===== config.mk =====
export PLATFORM = sky130hd
export DESIGN_NAME = hwag_tooth_sync
export DESIGN_NICKNAME = d
export VERILOG_FILES = /design/src/rtl/hwag_sync_pkg.sv /design/src/rtl/hwag_period_meter.sv /design/src/rtl/hwag_tooth_sync.sv
export SDC_FILE = /design/constraint.sdc
export NUM_CORES = 1
export LEC_CHECK = 0
export CORE_ASPECT_RATIO = 1.2
export CORE_MARGIN = 5
export CORE_UTILIZATION = 53
export DETAILED_ROUTE_END_ITERATION = 10
export PLACE_DENSITY_LB_ADDON = 0.1
export SYNTH_ARGS = -nofsm -noshare
export SYNTH_HDL_FRONTEND = slang
export SYNTH_HIERARCHICAL = 1
export SYNTH_SLANG_ARGS = --single-unit

===== constraint.sdc =====
create_clock -name clk -period 5.2 [get_ports clk]
set_clock_uncertainty 0.2 [all_clocks]
set_input_delay 0.52 -clock clk [delete_from_list [all_inputs] [get_ports clk]]
set_output_delay 0.52 -clock clk [all_outputs]
set_load 0.02 [all_outputs]

===== src/rtl/hwag_sync_pkg.sv =====
// Shared types and helpers for the crank tooth synchroniser.
// Holds the sync state encoding, default wheel geometry and the gap compare.
package hwag_sync_pkg;

    typedef enum logic [1:0] {
        IDLE   = 2'd0,
        SEARCH = 2'd1,
        VERIFY = 2'd2,
        SYNC   = 2'd3
    } sync_state_t;

    localparam int DEF_WIDTH     = 24;
    localparam int DEF_TW        = 6;
    localparam int DEF_TEETH     = 58;
    localparam int DEF_GAP_SHIFT = 1;

    // Operands arrive zero-extended to 64 bits so the shifted prev never wraps.
    function automatic logic gap_check(input logic [63:0] cur,
                                       input logic [63:0] prev,
                                       input int          shift);
        return (cur > (prev << shift));
    endfunction

endpackage


===== src/rtl/hwag_period_meter.sv =====
// Tooth period meter: saturating tick counter, edge capture, two-deep
// period history with a valid-depth count, and a stopped-wheel flag.
module hwag_period_meter #(
    parameter int WIDTH = 24
) (
    input  logic             clk,
    input  logic             rst,
    input  logic             i_ena,
    input  logic             i_edge,
    input  logic             i_count_en,
    input  logic             i_hist_clr,
    output logic [WIDTH-1:0] o_capture,
    output logic [WIDTH-1:0] o_period_cur,
    output logic [WIDTH-1:0] o_period_prev,
    output logic [1:0]       o_hv,
    output logic             o_stall,
    output logic             o_stall_rise
);

    localparam logic [WIDTH-1:0] CNT_MAX = {WIDTH{1'b1}};
    localparam logic [WIDTH-1:0] CNT_ONE = {{(WIDTH-1){1'b0}}, 1'b1};

    logic [WIDTH-1:0] r_cnt;
    logic [WIDTH-1:0] w_cnt_next;
    logic             r_stall;
    logic             w_stall_next;
    logic [WIDTH-1:0] r_period_cur;
    logic [WIDTH-1:0] r_period_prev;
    logic [1:0]       r_hv;

    // Next counter value: an edge reloads (counting this cycle's tick), otherwise saturate-increment.
    always_comb begin
        w_cnt_next = r_cnt;
        if (i_edge) begin
            w_cnt_next = i_ena ? CNT_ONE : {WIDTH{1'b0}};
        end else if (i_ena && (r_cnt != CNT_MAX)) begin
            w_cnt_next = r_cnt + CNT_ONE;
        end else begin
            w_cnt_next = r_cnt;
        end
    end

    assign w_stall_next = (w_cnt_next == CNT_MAX);
    assign o_stall_rise = w_stall_next && !r_stall;

    // Counter and stall flag registers.
    always_ff @(posedge clk or posedge rst) begin
        if (rst) begin
            r_cnt   <= {WIDTH{1'b0}};
            r_stall <= 1'b0;
        end else begin
            r_cnt   <= w_cnt_next;
            r_stall <= w_stall_next;
        end
    end

    // Period history; hv only counts edges that close a real period.
    always_ff @(posedge clk or posedge rst) begin
        if (rst) begin
            r_period_cur  <= {WIDTH{1'b0}};
            r_period_prev <= {WIDTH{1'b0}};
            r_hv          <= 2'd0;
        end else begin
            if (i_edge) begin
                r_period_prev <= r_period_cur;
                r_period_cur  <= r_cnt;
            end
            if (i_hist_clr) begin
                r_hv <= 2'd0;
            end else if (i_edge && i_count_en && (r_hv != 2'd2)) begin
                r_hv <= r_hv + 2'd1;
            end
        end
    end

    assign o_capture     = r_cnt;
    assign o_period_cur  = r_period_cur;
    assign o_period_prev = r_period_prev;
    assign o_hv          = r_hv;
    assign o_stall       = r_stall;

endmodule


===== src/rtl/hwag_tooth_sync.sv =====
// Missing-tooth synchroniser: finds the gap, verifies one full revolution,
// then tracks the tooth index and flags loss of sync or a stopped wheel.
module hwag_tooth_sync
    import hwag_sync_pkg::*;
#(
    parameter int WIDTH     = DEF_WIDTH,
    parameter int TW        = DEF_TW,
    parameter int TEETH     = DEF_TEETH,
    parameter int GAP_SHIFT = DEF_GAP_SHIFT
) (
    input  logic             clk,
    input  logic             rst,
    input  logic             ena,
    input  logic             edge_in,
    output logic             sync,
    output logic [TW-1:0]    tooth_num,
    output logic             gap_pulse,
    output logic             sync_err,
    output logic             stall,
    output logic [WIDTH-1:0] period_cur,
    output logic [WIDTH-1:0] period_prev
);

    localparam logic [TW-1:0] LAST_TOOTH = TW'(TEETH - 1);
    localparam logic [TW-1:0] TW_ONE     = {{(TW-1){1'b0}}, 1'b1};

    sync_state_t      r_state;
    sync_state_t      w_state_next;
    logic [TW-1:0]    r_tooth;
    logic [TW-1:0]    w_tooth_next;
    logic [TW-1:0]    r_vcnt;
    logic [TW-1:0]    w_vcnt_next;
    logic             r_sync;
    logic             r_gap_pulse;
    logic             w_gap_pulse_next;
    logic             r_sync_err;
    logic             w_sync_err_next;
    logic             w_hist_clr;
    logic             w_count_en;
    logic             w_gap;
    logic             w_stall_rise;
    logic [WIDTH-1:0] w_capture;
    logic [1:0]       w_hv;

    assign w_count_en = (r_state != IDLE);

    hwag_period_meter #(
        .WIDTH (WIDTH)
    ) u_meter (
        .clk           (clk),
        .rst           (rst),
        .i_ena         (ena),
        .i_edge        (edge_in),
        .i_count_en    (w_count_en),
        .i_hist_clr    (w_hist_clr),
        .o_capture     (w_capture),
        .o_period_cur  (period_cur),
        .o_period_prev (period_prev),
        .o_hv          (w_hv),
        .o_stall       (stall),
        .o_stall_rise  (w_stall_rise)
    );

    assign w_gap = (w_hv != 2'd0) &&
                   gap_check(64'(w_capture), 64'(period_cur), GAP_SHIFT);

    // Sync state machine: stall takes priority, then tooth edges drive transitions.
    always_comb begin
        w_state_next     = r_state;
        w_tooth_next     = r_tooth;
        w_vcnt_next      = r_vcnt;
        w_gap_pulse_next = 1'b0;
        w_sync_err_next  = 1'b0;
        w_hist_clr       = 1'b0;
        if (w_stall_rise && (r_state != IDLE)) begin
            w_state_next    = IDLE;
            w_tooth_next    = {TW{1'b0}};
            w_hist_clr      = 1'b1;
            w_sync_err_next = (r_state == SYNC);
        end else if (edge_in) begin
            case (r_state)
                IDLE: begin
                    w_state_next = SEARCH;
                end
                SEARCH: begin
                    if (w_gap) begin
                        w_state_next = VERIFY;
                        w_vcnt_next  = {TW{1'b0}};
                    end else begin
                        w_state_next = SEARCH;
                    end
                end
                VERIFY: begin
                    if (w_gap) begin
                        if (r_vcnt == LAST_TOOTH) begin
                            w_state_next     = SYNC;
                            w_tooth_next     = {TW{1'b0}};
                            w_gap_pulse_next = 1'b1;
                        end else begin
                            w_state_next = SEARCH;
                        end
                    end else if (r_vcnt == LAST_TOOTH) begin
                        w_state_next = SEARCH;
                    end else begin
                        w_vcnt_next = r_vcnt + TW_ONE;
                    end
                end
                SYNC: begin
                    if (r_tooth == LAST_TOOTH) begin
                        w_tooth_next = {TW{1'b0}};
                        if (w_gap) begin
                            w_gap_pulse_next = 1'b1;
                        end else begin
                            w_sync_err_next = 1'b1;
                            w_state_next    = SEARCH;
                        end
                    end else if (w_gap) begin
                        // An early gap may be the true one, so re-verify from it.
                        w_sync_err_next = 1'b1;
                        w_state_next    = VERIFY;
                        w_vcnt_next     = {TW{1'b0}};
                        w_tooth_next    = {TW{1'b0}};
                    end else begin
                        w_tooth_next = r_tooth + TW_ONE;
                    end
                end
                default: begin
                    w_state_next = IDLE;
                    w_tooth_next = {TW{1'b0}};
                end
            endcase
        end else begin
            w_state_next = r_state;
        end
    end

    // State, counters and registered outputs.
    always_ff @(posedge clk or posedge rst) begin
        if (rst) begin
            r_state     <= IDLE;
            r_tooth     <= {TW{1'b0}};
            r_vcnt      <= {TW{1'b0}};
            r_sync      <= 1'b0;
            r_gap_pulse <= 1'b0;
            r_sync_err  <= 1'b0;
        end else begin
            r_state     <= w_state_next;
            r_tooth     <= w_tooth_next;
            r_vcnt      <= w_vcnt_next;
            r_sync      <= (w_state_next == SYNC);
            r_gap_pulse <= w_gap_pulse_next;
            r_sync_err  <= w_sync_err_next;
        end
    end

    assign sync      = r_sync;
    assign tooth_num = r_tooth;
    assign gap_pulse = r_gap_pulse;
    assign sync_err  = r_sync_err;

endmodule


Yosys cells after proc, flatten, opt, wreduce, memory -nomap -nowiden
Index checks and enable logic that the tools add are counted.
{ "word_totals": {"regBits": 92, "output_inout_bits": 58, "word_cells": 87, "in_bits": 4} }
{ "op_classes": {"add_sub_neg": 4, "magnitude_cmp": 1, "bitwise_logic": 1, "reduce_logical": 16, "n_eq_ne": 14, "mux": 40} }
{ "op_table": {"columns": ["operator", "count"], "rows": [
  ["$mux W6", 10],
  ["$mux W24", 2],
  ["$gt A24 B25 Y1", 1],
  ["$add A24 B1 Y24 const B", 1],
  ["$eq A24 B24 Y1 const B", 1],
  ["$ne A24 B24 Y1 const B", 1],
  ["$mux W2", 11],
  ["$pmux W6 S3", 1],
  ["$mux W1", 13],
  ["$add A6 B1 Y6 const B", 2],
  ["$eq A6 B6 Y1 const B", 2],
  ["$pmux W6 S2", 1],
  ["$ne A2 B2 Y1 const B", 4],
  ["$pmux W2 S4", 1],
  ["$reduce_bool A2 Y1", 4],
  ["$eq A2 B2 Y1 const B", 3],
  ["$logic_and A1 B1 Y1", 6],
  ["$ne A3 B3 Y1 const B", 2],
  ["$reduce_and A6 Y1", 1],
  ["$reduce_bool A3 Y1", 2],
  ["$reduce_and A4 Y1", 1],
  ["$add A2 B1 Y2 const B", 1],
  ["$eq A2 B1 Y1 const B", 1],
  ["$logic_not A2 Y1", 1],
  ["other kinds (3)", 3]
]} }

Longest topological paths before layout
{ "logic_depth": {"depth_word": 9, "depth_mapped": 12, "depth_no_buf": 12} }

Hierarchy
Netlist, hierarchy kept.
{ "by_module_without_submodules": {"columns": ["mod", "cells_each", "area_per_inst_um2", "n_inst"], "rows": [
  ["hwag_period_meter", 279, 3393.3, 1],
  ["hwag_tooth_sync", 211, 1735.4, 1]
]} }

Worst setup path after synthesis
No wires, ideal clock.
{ "synth_timing": {"kind": "flip-flop to flip-flop", "start": "register u_meter.r_cnt[1], in the netlist u_meter/o_capture[1]", "end": "register r_tooth[1], in the netlist tooth_num[1]", "n_path_buf": 0, "path_stages_with_launch": 12, "setup_time_ps": 141, "setup_slack_ps": 1546, "period_less_slack_ps": 3654, "required_ps": 4859, "arrival_ps": 3313, "path_cell_list": "dfrtp_1 > ha_1 > nand4_1 > nor4_4 > nand4_1 > xor2_1 > or4b_1 > nor4_1 > and2_1 > and2b_1 > o21ai_1 > o22ai_1"} }
{ "synth_between": {"elab_chain_cells": 9, "elab_cells_between_ends": 20} }
{ "synth_rtl": {"columns": ["element", "line", "text"], "rows": [
  ["start, declared", "hwag_period_meter.sv:23", "logic [WIDTH-1:0] r_cnt;"],
  ["start signal, assigned", "hwag_period_meter.sv:49", "r_cnt <= {WIDTH{1'b0}};"],
  ["start signal, assigned", "hwag_period_meter.sv:52", "r_cnt <= w_cnt_next;"],
  ["parallel branches: the longest is 2 deep, another holds $add A24 B1 Y24", null, null],
  ["$mux W24 *", "hwag_period_meter.sv:36", "end else if (i_ena && (r_cnt != CNT_MAX)) begin"],
  ["$mux W24 *", "hwag_period_meter.sv:34", "if (i_edge) begin"],
  ["$eq A24 B24 Y1 *", "hwag_period_meter.sv:43", "assign w_stall_next = (w_cnt_next == CNT_MAX);"],
  ["$logic_and A1 B1 Y1 *", "hwag_period_meter.sv:44", "assign o_stall_rise = w_stall_next && !r_stall;"],
  ["named net w_stall_rise", "hwag_tooth_sync.sv:41", "logic w_stall_rise;"],
  ["$logic_and A1 B1 Y1 *", "hwag_tooth_sync.sv:75", "if (w_stall_rise && (r_state != IDLE)) begin"],
  ["$ne A3 B3 Y1 (no source line), or another cell as far along", null, null],
  ["$reduce_and A4 Y1 (no source line)", null, null],
  ["end signal, assigned", "hwag_tooth_sync.sv:141", "r_tooth <= {TW{1'b0}};"],
  ["end signal, assigned", "hwag_tooth_sync.sv:148", "r_tooth <= w_tooth_next;"],
  ["end, declared", "hwag_tooth_sync.sv:29", "logic [TW-1:0] r_tooth;"]
]} }
Mark *: on every way through the listed nets, which the timed path passes. The select of a mux whose other input is x is not followed.
A chain may end at the register's enable or synchronous reset.

Worst setup path after layout
{ "layout_timing": {"start": "input port ena", "end": "register r_tooth[1], in the netlist tooth_num[1]"} }
{ "layout_between": {"elab_chain_cells": 8, "elab_cells_between_ends": 13} }
{ "layout_rtl": {"columns": ["element", "line", "text"], "rows": [
  ["start, declared", "hwag_tooth_sync.sv:13", "input logic ena,"],
  ["$logic_and A1 B1 Y1", "hwag_period_meter.sv:36", null],
  ["$mux W24", "hwag_period_meter.sv:36", null],
  ["$mux W24 *", "hwag_period_meter.sv:34", null],
  ["$eq A24 B24 Y1 *", "hwag_period_meter.sv:43", null],
  ["$logic_and A1 B1 Y1 *", "hwag_period_meter.sv:44", null],
  ["named net w_stall_rise", "hwag_tooth_sync.sv:41", null],
  ["$logic_and A1 B1 Y1 *", "hwag_tooth_sync.sv:75", null],
  ["$ne A3 B3 Y1 (no source line), or another cell as far along", null, null],
  ["$reduce_and A4 Y1 (no source line)", null, null]
]} }
Mark *: on every way through the listed nets, which the timed path passes. The rest lies on a longest branch.

==> results.sh <==
export IMPL_status="finished clean"
export IMPL_setup_slack_ns=1.11
export IMPL_die_height_um=118
export IMPL_grt_pass1_vias=3901
export IMPL_r2r_setup_slack_ns=1.24
export IMPL_yosysMostFrequentCell="dfrtp_1"
export IMPL_synthArstFlopShare_pct=100
export IMPL_synth_area_leaders="dfrtp_1 45%, mux2_2 11%, ha_1 7.1%"
export IMPL_synth_area_mm2=0.00513
export IMPL_synth_edf_count=0
export IMPL_grt_max_degree=76
export IMPL_dp_hpwl_mm=8.24
export IMPL_crit_slowest_cell="clkdlybuf4s50_1"
export IMPL_path_clk_slew_ns=0.06
export IMPL_whs_ns=0.304
export IMPL_worst_slew_pin_slew_ns=0.876
export IMPL_cts_hold_buf=0
export IMPL_cts_buffers=9
export IMPL_rows=39
export IMPL_routabilityCongestion=0.870
export IMPL_synth_nets=523
export IMPL_drive_gt1_share_pct=15.3
export IMPL_viasPerCell=5.90
export IMPL_die_area_mm2=0.0118
export IMPL_drv_slew=0
export IMPL_area_delta_synth_final_pct=18.7
export IMPL_fmax_ghz=0.244
export IMPL_period_share_pct=78.7
export IMPL_ys_warn_count=6
export IMPL_path_buf_inv=2
export IMPL_clock_path_buffers=2
export IMPL_syn_avg_cell_area_um2=10.5
export IMPL_path_max_fanout=9
export IMPL_netlist_area_leader_share_pct=44.9
export IMPL_antenna_found_initial=0
export IMPL_hp_class="flop to flop"
export IMPL_clk_latency_ns=0.33
export IMPL_grt_pass1_wl_mm=19.4
export IMPL_cts_resized=0
export IMPL_start_kind="primary input"
export IMPL_finalPower_mw=1.90
export IMPL_drtIter0Drc=193
export IMPL_clock_sinks=92
export IMPL_die_w_um=99.8
export IMPL_place_ws_ns=0.843
export IMPL_hold_viol_final=0
export IMPL_ys_seq_area_share_pct=44.9
export IMPL_whs_endpoint="u_meter/o_period_prev[11]"
export IMPL_leakagePower_nw=2.68
export IMPL_finalSetupViolCount=0
export IMPL_setup_tns_ns=0
export IMPL_required_ns=5.19
export IMPL_synth_seq_cells=92
export IMPL_root_buffer="clkbuf_16"
export IMPL_cap_violations=0
export IMPL_hold_start="u_meter/o_period_prev[11]"
export IMPL_end_kind="flop"
export IMPL_whs_path_depth=1
export IMPL_reg2reg_to="tooth_num[1]"
export IMPL_drt_antenna_violating_nets=0
export IMPL_period_needed_ns=4.09
export IMPL_routedWlPerCell_um=16.8
export IMPL_core_mm2=0.00952
export IMPL_start_util_pct=53.9
export IMPL_irDropWorstVdd_mv=0.235
export IMPL_io_pins=62
export IMPL_critPathKind="primary input to flop"
export IMPL_yosys_area_top_type="dfrtp_1"
export IMPL_cts_tree="built"
export IMPL_rsz0062_at_grt="no"
export IMPL_drc=0
export IMPL_cp_slowest_stage_delay_ns=0.63
export IMPL_final_area_mm2=0.00609
export IMPL_r2r_start="u_meter/o_capture[1]"
export IMPL_post_cts_buffers=0
export IMPL_slew_headroom_pct=41.6
export IMPL_crit_arrival_ns=4.09
export IMPL_r2r_cells=12
export IMPL_p_per_area_mw_per_mm2=312
export IMPL_place_area_mm2=0.00582
export IMPL_htree_levels=3
export IMPL_synth_distinct_cells=66
export IMPL_final_nets=580
export IMPL_grt_usage_pct=20.1
export IMPL_ys_top_cells_by_count="92 x dfrtp_1, 48 x mux2_2, 37 x inv_1"
export IMPL_path_common_cell="nor4_1"
export IMPL_antenna_cells=0
export IMPL_dr_pass1_iters=4
export IMPL_dr_total_vias=3970
export IMPL_path_cells="clkdlybuf4s50_1, nand4_1, nor4_1, a41o_1, nand2_1, or4b_1, nor4_1, buf_4, and2_1, and2b_1, o21ai_1, o22ai_1"
export IMPL_synth_top_flop_cell="dfrtp_1"
export IMPL_overflow=0
export IMPL_portBuffers=61
export IMPL_netlist_instances=490
export IMPL_wirelength_mm=11.3
export IMPL_cp_top_family="simple AND/OR/NAND/NOR gates"
routing by layer:
layer / vias to the layer above / track usage (%) / wire length [µm]
met5: - / 0 / 0
li1: 1902 / - / -
met2: 124 / 33.1 / 5770
met1: 1930 / 26.3 / 4810
met3: 14 / 4.98 / 583
met4: 0 / 5.55 / 174
worst max-delay path by stage:
| stage | startpoint | endpoint | slack, ns | cells after the start |
|---|---|---|---|---|
| 6_report | ena | tooth_num[1] | 1.11 | 12 |
| 5_1_grt | ena | tooth_num[2] | 0.85 | 12 |
| 4_1_cts | ena | tooth_num[5] | 1.18 | 12 |
| 3_5_place_dp | ena | tooth_num[5] | 0.84 | 12 |
| 3_3_place_gp | ena | tooth_num[1] | 0.92 | 12 |
| 2_1_floorplan | u_meter/o_capture[1] | tooth_num[1] | 1.55 | 11 |
through the flow:
step	instances	util, %
floorplan	490	-
global placement	659	61.1
detailed placement	659	61.1
CTS	673	64.0
global route	673	64.0
finish	673	64.0
placed cells by master, fill, tap and decap left out, types with 6 or more instances in the layout:
cell / n
nor2_1: 29
xor2_1: 6
ha_1: 29
and3_1: 6
mux2_2: 48
clkdlybuf4s50_1: 60
nor3_1: 10
o21ai_0: 13
nand2_1: 26
and2_1: 6
dfrtp_1: 92
clkbuf_16: 9
nor4_1: 14
xnor2_1: 11
a21oi_1: 29
nand3_1: 19
inv_1: 36
nand4_1: 15
state kept, by name, summed over array words and instances (netlist names):
name	count
tooth_num	6
gap_pulse	1
r_state	2
sync	1
u_meter/o_period_prev	24
u_meter/o_stall	1
u_meter/o_capture	24
r_vcnt	6
u_meter/o_period_cur	24
sync_err	1
u_meter/o_hv	2
final cells by class:
type	instances	area, µm²
clock buffer	11	233
fill	800	3430
sequential	92	2300
timing repair buffer	64	628
tap	123	154
inverter	39	148
clock inverter	3	40.0
multi-input combinational	341	2580
cells by family (layout without fill, tap and decap cells):
group / after synthesis / after routing / share of synthesized area [%]
compound gates: 78 / 78 / 9.71
flops: 92 / 92 / 44.9
mux: 53 / 53 / 11.5
buf+inv: 57 / 117 / 4.73
simple gates: 164 / 164 / 19.2
xor+xnor: 17 / 17 / 2.90
fa+ha+maj: 29 / 29 / 7.07
where the power goes:
group / switching, mW / leakage, nW / internal (mW) / total, mW
Clock: 0.251 / 0.135 / 0.366 / 0.617
Sequential: 0.0863 / 1.25 / 0.771 / 0.857
Combinational: 0.250 / 1.29 / 0.176 / 0.426
Total: 0.588 / 2.68 / 1.31 / 1.90
No activity file was read; power rests on OpenSTA's default activity.
==> patch (same flow settings) <==
Encoding of `sync_state_t`: now one-hot (4 bits for 4 states).
--- a/src/rtl/hwag_sync_pkg.sv
+++ b/src/rtl/hwag_sync_pkg.sv
@@ -4,7 +4,7 @@
 
-    typedef enum logic [1:0] {
-        IDLE   = 2'd0,
-        SEARCH = 2'd1,
-        VERIFY = 2'd2,
-        SYNC   = 2'd3
+    typedef enum logic [3:0] {
+        IDLE   = 4'b0001,
+        SEARCH = 4'b0010,
+        VERIFY = 4'b0100,
+        SYNC   = 4'b1000
     } sync_state_t;
Behaviour: no difference found for any inputs over 10 cycles, from zero or initial values and one cycle with rst high; not proved beyond that.
==> patch against the original RTL <==
Wire length increased by 3.5%. Final cell count increased by 3.3%. Sequential share of layout area decreased by 0.40 points. Clock power increased by 2%. Synthesized area increased by 3.8%. Sequential power decreased by 2%. Via count increased by 1.8%. Final area increased by 3.3%. Setup slack got worse by 0.082 ns. Critical path type unchanged. Highest routed layer unchanged. Die area increased by 3.4%. Total power decreased by 4.4%. Largest cell class unchanged. Sequential cell count increased by 2.
==> patch: results (changes against the original RTL) <==
| Metric | Value |
|---|---|
| Status | completed |
| Via count | 4042 (+1.8%) |
| R2r endpoint | tooth_num[0]$_DFFE_PP0P_ |
| Layout cells sized above 1 | 16.7% (+1.4 points) |
| Reg2reg setup slack | 1.17 ns (-0.07 ns) |
| Slowest stage delay, CP | 0.63 ns (about the same) |
| Initial DRC Count | 173 (-10%) |
| Area after DPL | 6010 sq um (+3.3%) |
| Slew at the pin with the worst max-slew slack | 0.911 ns (+0.0353 ns) |
| Register area share after synthesis | 44.2% (-0.66 points) |
| Worst Hold Launch | r_vcnt[5]$_DFFE_PP0P_ |
| Fill count | 827 (+3.4%) |
| Mean routed wirelength per cell | 16.9 um (+0.23%) |
| Largest net degree at the start of global routing | 67 (-12%) |
| Reg2Reg Launch Point | u_meter/o_capture[1]$_DFF_PP0_ |
| Max IR drop VDD | 0.188 mV (-20%) |
| Worst reg2reg path depth | 13 (+1) |
| Post-synth top cells | 93 x dfrtp_1, 48 x mux2_2, 41 x inv_1, 34 x nor2_1, 29 x ha_1 |
| Leak Pwr | 0.00281 uW (+5.1%) |
| Vias in the first global route | 4174 (+7.0%) |
| WHS Endpoint | r_vcnt[5]$_DFFE_PP0P_ |
| GP Congestion | 0.892 (+2.5%) |
| CP arrival | 4.18 ns (+0.09 ns) |
| Clock slew at reported path FFs | ~0.070 ns |
| Ranking of synthesized cells by area | dfrtp_1 44%, mux2_2 10%, ha_1 6.8% |
| Unique cell type count in the Yosys netlist | 68 (+3.0%) |
| Nets | 597 (+2.9%) |
| DP HPWL | 8370 um (+1.6%) |
| First-pass GRT wire length | 20300 um (+5.0%) |
| 1st-pass router iterations | 4 (unchanged) |
| GRT Util Overall | 20.8% (+0.65 points) |
| Worst path top cell family by delay | simple AND/OR/NAND/NOR gates |
| Final setup violation count | 0 (unchanged) |
| Synthesized Nets | 542 (+3.6%) |
## patch: report_power, final
group | total (uW) | internal [uW] | switching (uW)
sequential | 838 | 772 | 65.5
clock | 632 | 341 | 291
combinational | 346 | 143 | 202
total | 1820 | 1260 | 559
## patch: metrics by stage
step	setup WS, ns	instances	hold slack, ns
2_1_floorplan	1.50	509	0.239
3_3_place_gp	0.852	679	0.258
3_5_place_dp	0.778	679	0.284
4_1_cts	1.12	695	0.294
5_1_grt	0.724	695	0.329
6_report	1.02	695	0.285
## patch: kinds of logic after synthesis
group           share of synthesized area (%)
compound gates                           9.52
xor+xnor                                 2.96
fa+ha+maj                                6.82
buf+inv                                  4.77
flops                                    44.2
mux                                      12.1
simple gates                             19.6
## patch: final cells by class
cell class	instances	area, sq um	area share (%)
clock buffer	10	239	3.80
clock inverter	6	43.8	0.696
inverter	41	154	2.45
multi-input combinational	354	2710	43.1
sequential	94	2350	37.4
tap	126	158	2.51
timing repair buffer	64	628	9.99
## patch: metal layers
| layer | global-route usage, % | part of all wire (%) |
|---|---|---|
| met1 | 27.4 | 45 |
| met2 | 33.8 | 50 |
| met3 | 3.78 | 3.8 |
| met4 | 8.15 | 2.0 |
| met5 | 0 | 0 |
## patch: worst reg2reg max path, cell delays in order, from the launching register on
cell	delay (ns)
dfrtp_1	0.50
ha_1	0.32
nand4_1	0.25
nor4_4	0.39
nand4_1	0.18
xor2_1	0.19
or4b_1	0.53
nor4_1	0.33
buf_4	0.21
nand2_1	0.10
inv_1	0.20
nor2_1	0.09
a22oi_2	0.28
mux2i_1	0.13
